## src/rtl/vec_mul_pkg.sv

```systemverilog
// Shared definitions for the vector-multiply sequencer: FSM encoding and
// default pipeline timing constants.
package vec_mul_pkg;

  // Cycles from ub_rd_en to a valid multiplier result.
  localparam int unsigned DefPipeLat  = 2;
  // Cycles the PE weight latch is held during a weight load.
  localparam int unsigned DefWloadCyc = 2;

  typedef enum logic [2:0] {
    StIdle,
    StLoadW,
    StStream,
    StDrain,
    StDone
  } seq_state_e;

  // Every state other than idle counts as an active job.
  function automatic logic state_is_busy(seq_state_e s);
    return s != StIdle;
  endfunction

endpackage

```

## src/rtl/valid_delay_line.sv

```systemverilog
// Fixed-depth shift register that delays a qualifier by DEPTH cycles.
// A synchronous flush empties every stage so that nothing in flight emerges.
module valid_delay_line #(
  parameter int unsigned WIDTH = 1,
  parameter int unsigned DEPTH = 2
) (
  input  logic             clk,
  input  logic             rst,
  input  logic             flush,
  input  logic [WIDTH-1:0] din,
  output logic [WIDTH-1:0] dout
);

  logic [WIDTH-1:0] stage_q [DEPTH];

  // Shift one stage per cycle; flush discards all in-flight entries.
  always_ff @(posedge clk or posedge rst) begin
    if (rst) begin
      for (int i = 0; i < DEPTH; i++) begin
        stage_q[i] <= '0;
      end
    end else if (flush) begin
      for (int i = 0; i < DEPTH; i++) begin
        stage_q[i] <= '0;
      end
    end else begin
      stage_q[0] <= din;
      for (int i = 1; i < DEPTH; i++) begin
        stage_q[i] <= stage_q[i-1];
      end
    end
  end

  assign dout = stage_q[DEPTH-1];

endmodule

```

## src/rtl/vec_mul_sequencer.sv

```systemverilog
// Sequencer for one vector-multiply job: loads a weight bank, streams
// num_vec vectors out of the Unified Buffer and writes the delayed results
// to consecutive result SRAM addresses.
module vec_mul_sequencer
  import vec_mul_pkg::*;
#(
  parameter int unsigned ADDRESSSIZE = 10,
  parameter int unsigned WBANK_AW    = 2,
  parameter int unsigned WLOAD_CYC   = DefWloadCyc,
  parameter int unsigned PIPE_LAT    = DefPipeLat
) (
  input  logic                   clk,
  input  logic                   rst,
  input  logic                   start,
  input  logic                   abort,
  input  logic [ADDRESSSIZE-1:0] num_vec,
  input  logic [ADDRESSSIZE-1:0] src_base,
  input  logic [ADDRESSSIZE-1:0] dst_base,
  input  logic [WBANK_AW-1:0]    wbank_sel,
  output logic [ADDRESSSIZE-1:0] ub_addr,
  output logic                   ub_rd_en,
  output logic [WBANK_AW-1:0]    wt_addr,
  output logic                   weight_reload,
  output logic [ADDRESSSIZE-1:0] res_addr,
  output logic                   res_wr_en,
  output logic                   busy,
  output logic                   done,
  output logic [ADDRESSSIZE-1:0] vec_count
);

  localparam int unsigned WlW = (WLOAD_CYC > 1) ? $clog2(WLOAD_CYC) : 1;
  localparam logic [WlW-1:0] WlLast = WlW'(WLOAD_CYC - 1);
  localparam logic [ADDRESSSIZE-1:0] AddrOne = ADDRESSSIZE'(1);

  seq_state_e state_q, state_d;

  logic [ADDRESSSIZE-1:0] num_vec_q;
  logic [ADDRESSSIZE-1:0] src_base_q;
  logic [ADDRESSSIZE-1:0] dst_base_q;
  logic [WBANK_AW-1:0]    wbank_q;
  logic [ADDRESSSIZE-1:0] rd_idx_q;
  logic [ADDRESSSIZE-1:0] vec_count_q;
  logic [WlW-1:0]         wl_cnt_q;

  logic job_latch;
  logic last_issue;
  logic last_write;
  logic rd_en;
  logic wr_en;

  // Final read issue and final result write of the latched job.
  assign last_issue = (rd_idx_q == (num_vec_q - AddrOne));
  assign last_write = wr_en && (vec_count_q == (num_vec_q - AddrOne));

  // State register.
  always_ff @(posedge clk or posedge rst) begin
    if (rst) begin
      state_q <= StIdle;
    end else begin
      state_q <= state_d;
    end
  end

  // Next-state and per-state strobes; abort overrides everything except idle.
  always_comb begin
    state_d       = state_q;
    job_latch     = 1'b0;
    rd_en         = 1'b0;
    weight_reload = 1'b0;
    done          = 1'b0;
    unique case (state_q)
      StIdle: begin
        if (start) begin
          job_latch = 1'b1;
          state_d   = (num_vec == '0) ? StDone : StLoadW;
        end
      end
      StLoadW: begin
        weight_reload = 1'b1;
        if (wl_cnt_q == WlLast) begin
          state_d = StStream;
        end
      end
      StStream: begin
        rd_en = 1'b1;
        if (last_issue) begin
          state_d = StDrain;
        end
      end
      StDrain: begin
        if (last_write) begin
          state_d = StDone;
        end
      end
      StDone: begin
        done    = 1'b1;
        state_d = StIdle;
      end
      default: state_d = StIdle;
    endcase
    if (abort && (state_q != StIdle)) begin
      state_d = StIdle;
      done    = 1'b0;
    end
  end

  // Job parameters are captured only when a start is accepted in idle.
  always_ff @(posedge clk or posedge rst) begin
    if (rst) begin
      num_vec_q  <= '0;
      src_base_q <= '0;
      dst_base_q <= '0;
      wbank_q    <= '0;
    end else if (job_latch) begin
      num_vec_q  <= num_vec;
      src_base_q <= src_base;
      dst_base_q <= dst_base;
      wbank_q    <= wbank_sel;
    end
  end

  // Weight-load cycle counter; idles at zero outside the load phase.
  always_ff @(posedge clk or posedge rst) begin
    if (rst) begin
      wl_cnt_q <= '0;
    end else if (state_q == StLoadW) begin
      wl_cnt_q <= wl_cnt_q + WlW'(1);
    end else begin
      wl_cnt_q <= '0;
    end
  end

  // Read index advances once per issued vector.
  always_ff @(posedge clk or posedge rst) begin
    if (rst) begin
      rd_idx_q <= '0;
    end else if (job_latch) begin
      rd_idx_q <= '0;
    end else if (rd_en) begin
      rd_idx_q <= rd_idx_q + AddrOne;
    end
  end

  // Results-written counter; also the offset for the next result address.
  always_ff @(posedge clk or posedge rst) begin
    if (rst) begin
      vec_count_q <= '0;
    end else if (job_latch) begin
      vec_count_q <= '0;
    end else if (wr_en) begin
      vec_count_q <= vec_count_q + AddrOne;
    end
  end

  // Read strobes emerge PIPE_LAT cycles later as result write strobes.
  valid_delay_line #(
    .WIDTH (1),
    .DEPTH (PIPE_LAT)
  ) u_valid_delay (
    .clk   (clk),
    .rst   (rst),
    .flush (abort),
    .din   (rd_en),
    .dout  (wr_en)
  );

  // Addresses wrap modulo 2^ADDRESSSIZE by plain truncating addition.
  assign ub_addr   = src_base_q + rd_idx_q;
  assign res_addr  = dst_base_q + vec_count_q;
  assign wt_addr   = wbank_q;
  assign ub_rd_en  = rd_en;
  assign res_wr_en = wr_en;
  assign vec_count = vec_count_q;
  assign busy      = state_is_busy(state_q);

endmodule
```

## config.mk

```make
export PLATFORM = sky130hd
export DESIGN_NAME = vec_mul_sequencer
export DESIGN_NICKNAME = d
export VERILOG_FILES = /design/src/rtl/vec_mul_pkg.sv /design/src/rtl/valid_delay_line.sv /design/src/rtl/vec_mul_sequencer.sv
export SDC_FILE = /design/constraint.sdc
export NUM_CORES = 1
export LEC_CHECK = 0
export ABC_AREA = 1
export CORE_ASPECT_RATIO = 1.5
export CORE_MARGIN = 10
export CORE_UTILIZATION = 30
export DETAILED_ROUTE_END_ITERATION = 6
export PLACE_DENSITY = 0.57
export SLEW_MARGIN = 20
export SYNTH_ARGS = -nofsm -noshare
export SYNTH_HDL_FRONTEND = slang
export SYNTH_SLANG_ARGS = --single-unit
```

## constraint.sdc

```tcl
create_clock -name clk -period 3.45 [get_ports clk]
set_clock_uncertainty 0.2 [all_clocks]
set_input_delay 0.69 -clock clk [delete_from_list [all_inputs] [get_ports clk]]
set_output_delay 0.69 -clock clk [all_outputs]
set_load 0.01 [all_outputs]
```

==> results.toml <==
[sta]
tns_ps = 0
drv_slew = 0
fin_crit_sh_pct = 95.62
fin_crit_ps = 3299
max_freq_mhz = 303.1
whs_ps = 264.0
grt_setup_unrepaired = "false"
tightest_slew_ps = 822.7
setup_viol = 0
hold_viol_final = 0
maxSlewHeadroom_pct = 45.09

[layout]
fin_util_pct = 40.95
fin_cells = 788
finalNetCount = 686
drive_above_1_share_pct = 7.911
final_cell_mix = "nand2_1, clkdlybuf4s50_1, inv_1"
area_growth_syn_to_layout_pct = 33.17
fin_area_sq_um = 5124
n_fill_cell = 1331
num_antenna_cells = 0
layout_commonest_cell = "nand2_1"

[cts]
htreeDepth = 3
cts_tree = "yes"
cts.clk_slew.worst_paths_ps = 50
cts_made_buffers = 9
cts.sinks = 58
clockRootBuffer = "clkbuf_16"
worstSkewPairLatency_ps = 320
cts_buffer_depth = 2

[grt]
grt_pass1_wl_um = 19150
antenna_found_initial = 0
grt_max_degree = 48
overflow = 0
track_usage_pct = 12.99
grt_pass1_vias = 3935

[critical_path]
worstPathRequired_ps = 2560
crit_path_max_fanout = 6
cp-end-kind = "primary output"
arrival_ps = 2410
start_kind = "register"
criticalPathCategory = "register to primary output"

[synth]
yosysWarnings = 0
synthesis.area_sq_um = 3847
async_reset_ff_share_pct = 100.0
synth_edf_count = 0
synth_cells = 539
syn_avg_cell_area_sq_um = 7.138
synth_cell_types = 31
ys.flop_type = "dfrtp_1"
synth_seq_cells = 58
synth_nets = 598
ys_seq_area_share_pct = 37.72

[routing]
ant_nets = 0
first_pass_iters = 4
drc = 0
routed_wl_um = 11320
viasPerCell = 4.708
drt_first_iter_violations = 173
route.met3.wl_um = 317
drt-met1-wl_um = 4570
vias = 3710
dr_wl_met2_um = 6250
wl_per_cell_um = 14.37
dr.max_layer_used = "met4"

[placed_design]
dp_cells = 770
place_congestion = 0.9051
dp_hpwl_um = 8955
io_buffers = 72
place_area_sq_um = 4826

[run_status]
run_status = "finished, final reports clean"

[pwr]
power_leakage_nw = 2.502
clkPwrFrac_pct = 20.3
seqPwrFrac_pct = 27.6
powerDensity_nw_per_um2 = 765.7
power_frac_comb_pct = 52.1
intPower_mw = 2.256
power_switching_mw = 1.667
vdd_ir_drop_max_mv = 0.2735
swShare_pct = 42.49

[die]
start_util_pct = 30.75
core_sq_um = 12510
die_y_um = 158.7
die_area_sq_um = 17850
io_pins = 73
rows = 50
dieWidth_um = 112.5

[min_path]
hold_path_class = "register to register"

[job]
max_cap_viol_count = 0
==> kinds of logic after synthesis <==
kind of cell	count (synthesis)	synth area share, %
XOR/XNOR	22	5.008
buffers and inverters	78	7.707
flip-flops	58	37.72
AO/OA/AOI/OAI	74	10.05
adder cells (fa/ha/maj)	23	7.870
AND/OR/NAND/NOR	284	31.64
==> state kept, by name, indices dropped and copies added, names as in the netlist <==
register / count
dst_base_q: 10
u_valid_delay.dout: 1
u_valid_delay.stage_q: 1
wl_cnt_q: 1
vec_count: 10
state_q: 3
wt_addr: 2
rd_idx_q: 10
src_base_q: 10
num_vec_q: 10
==> layer usage <==
metal,up-vias,track usage [%]
met5,-,0
met3,9,1.733
met2,53,23.96
li1,1929,-
met4,0,5.961
met1,1719,14.07
==> critical path, cell delays in order, from the launching register on <==
cell and delay, ps:
dfrtp_1 460, ha_1 340, inv_1 90, nor3_2 220, nand3_1 100, o2111ai_1 110
xor2_1 200, clkdlybuf4s50_1 570
==> layout make-up <==
type                    instances  area, sq um  share of cell area [%]
multi-input cells             403         2127                   41.51
inverters                      69        262.8                   5.128
clock inverters                 3        15.01                  0.2930
well taps                     156        195.2                   3.810
clock buffers                  13        250.2                   4.884
flip-flops and latches         58         1453                   28.35
repair buffers                 86        820.8                   16.02
==> power by group through the flow <==
stage | registers [mW] | clock network, mW | logic, mW
3_3_place_gp | 1.08 | 0 | 2.07
3_5_place_dp | 1.09 | 0 | 2.08
5_1_grt | 1.11 | 0.844 | 2.34
6_report | 1.08 | 0.797 | 2.05
2_1_floorplan | 1.06 | 0 | 1.27
4_1_cts | 1.08 | 0.825 | 2.08
==> cell usage after synthesis (3+ instances only) <==
master / instances / area share, %
nor3_1: 13 / 1.7
inv_1: 65 / 6.3
o21ai_0: 37 / 4.8
nand4_1: 7 / 1.1
ha_1: 21 / 6.8
nor2_1: 47 / 4.6
xnor2_1: 5 / 1.1
inv_2: 3 / 0.29
dfrtp_1: 58 / 38
clkbuf_1: 7 / 0.68
nand2_1: 163 / 16
xor2_1: 17 / 3.9
nor3_4: 3 / 1.3
nand3_1: 42 / 5.5
a21oi_1: 29 / 3.8
==> through the flow <==
| stage | worst slack (ps) | total power [mW] |
|---|---|---|
| final | 151.0 | 3.923 |
| after global routing | 6.550 | 4.299 |
| after CTS | 28.61 | 3.983 |
| after detailed placement | 97.31 | 3.168 |
| after global placement | 112.4 | 3.152 |
| after floorplan | 527.0 | 2.332 |
==> repair_timing <==
item	in CTS	in global routing
hold buffers	0	0
pin swaps	0	1
gates resized for setup	9	12
buffers inserted	2	0
endpoints found under the setup margin	6	9
==> worst paths after layout <==
path / from / endpoint / slack, ps / cells after the start
setup / recovery: rd_idx_q[5]$_DFFE_PP0P_ / ub_addr[9] / 150 / 7
hold / removal: wl_cnt_q$_DFF_PP0_ / wl_cnt_q$_DFF_PP0_ / 260 / 1
setup reg to reg: num_vec_q[0]$_DFFE_PP0P_ / state_q[0]$_DFFE_PP0P_ / 950 / 10
hold reg to reg: wl_cnt_q$_DFF_PP0_ / wl_cnt_q$_DFF_PP0_ / 260 / 1
max in group asynchronous: rst / dst_base_q[4]$_DFFE_PP0P_ / 1780 / 3
min in group asynchronous: rst / rd_idx_q[0]$_DFFE_PP0P_ / 620 / 2
Note: power is estimated with default switching activity, not from simulation.
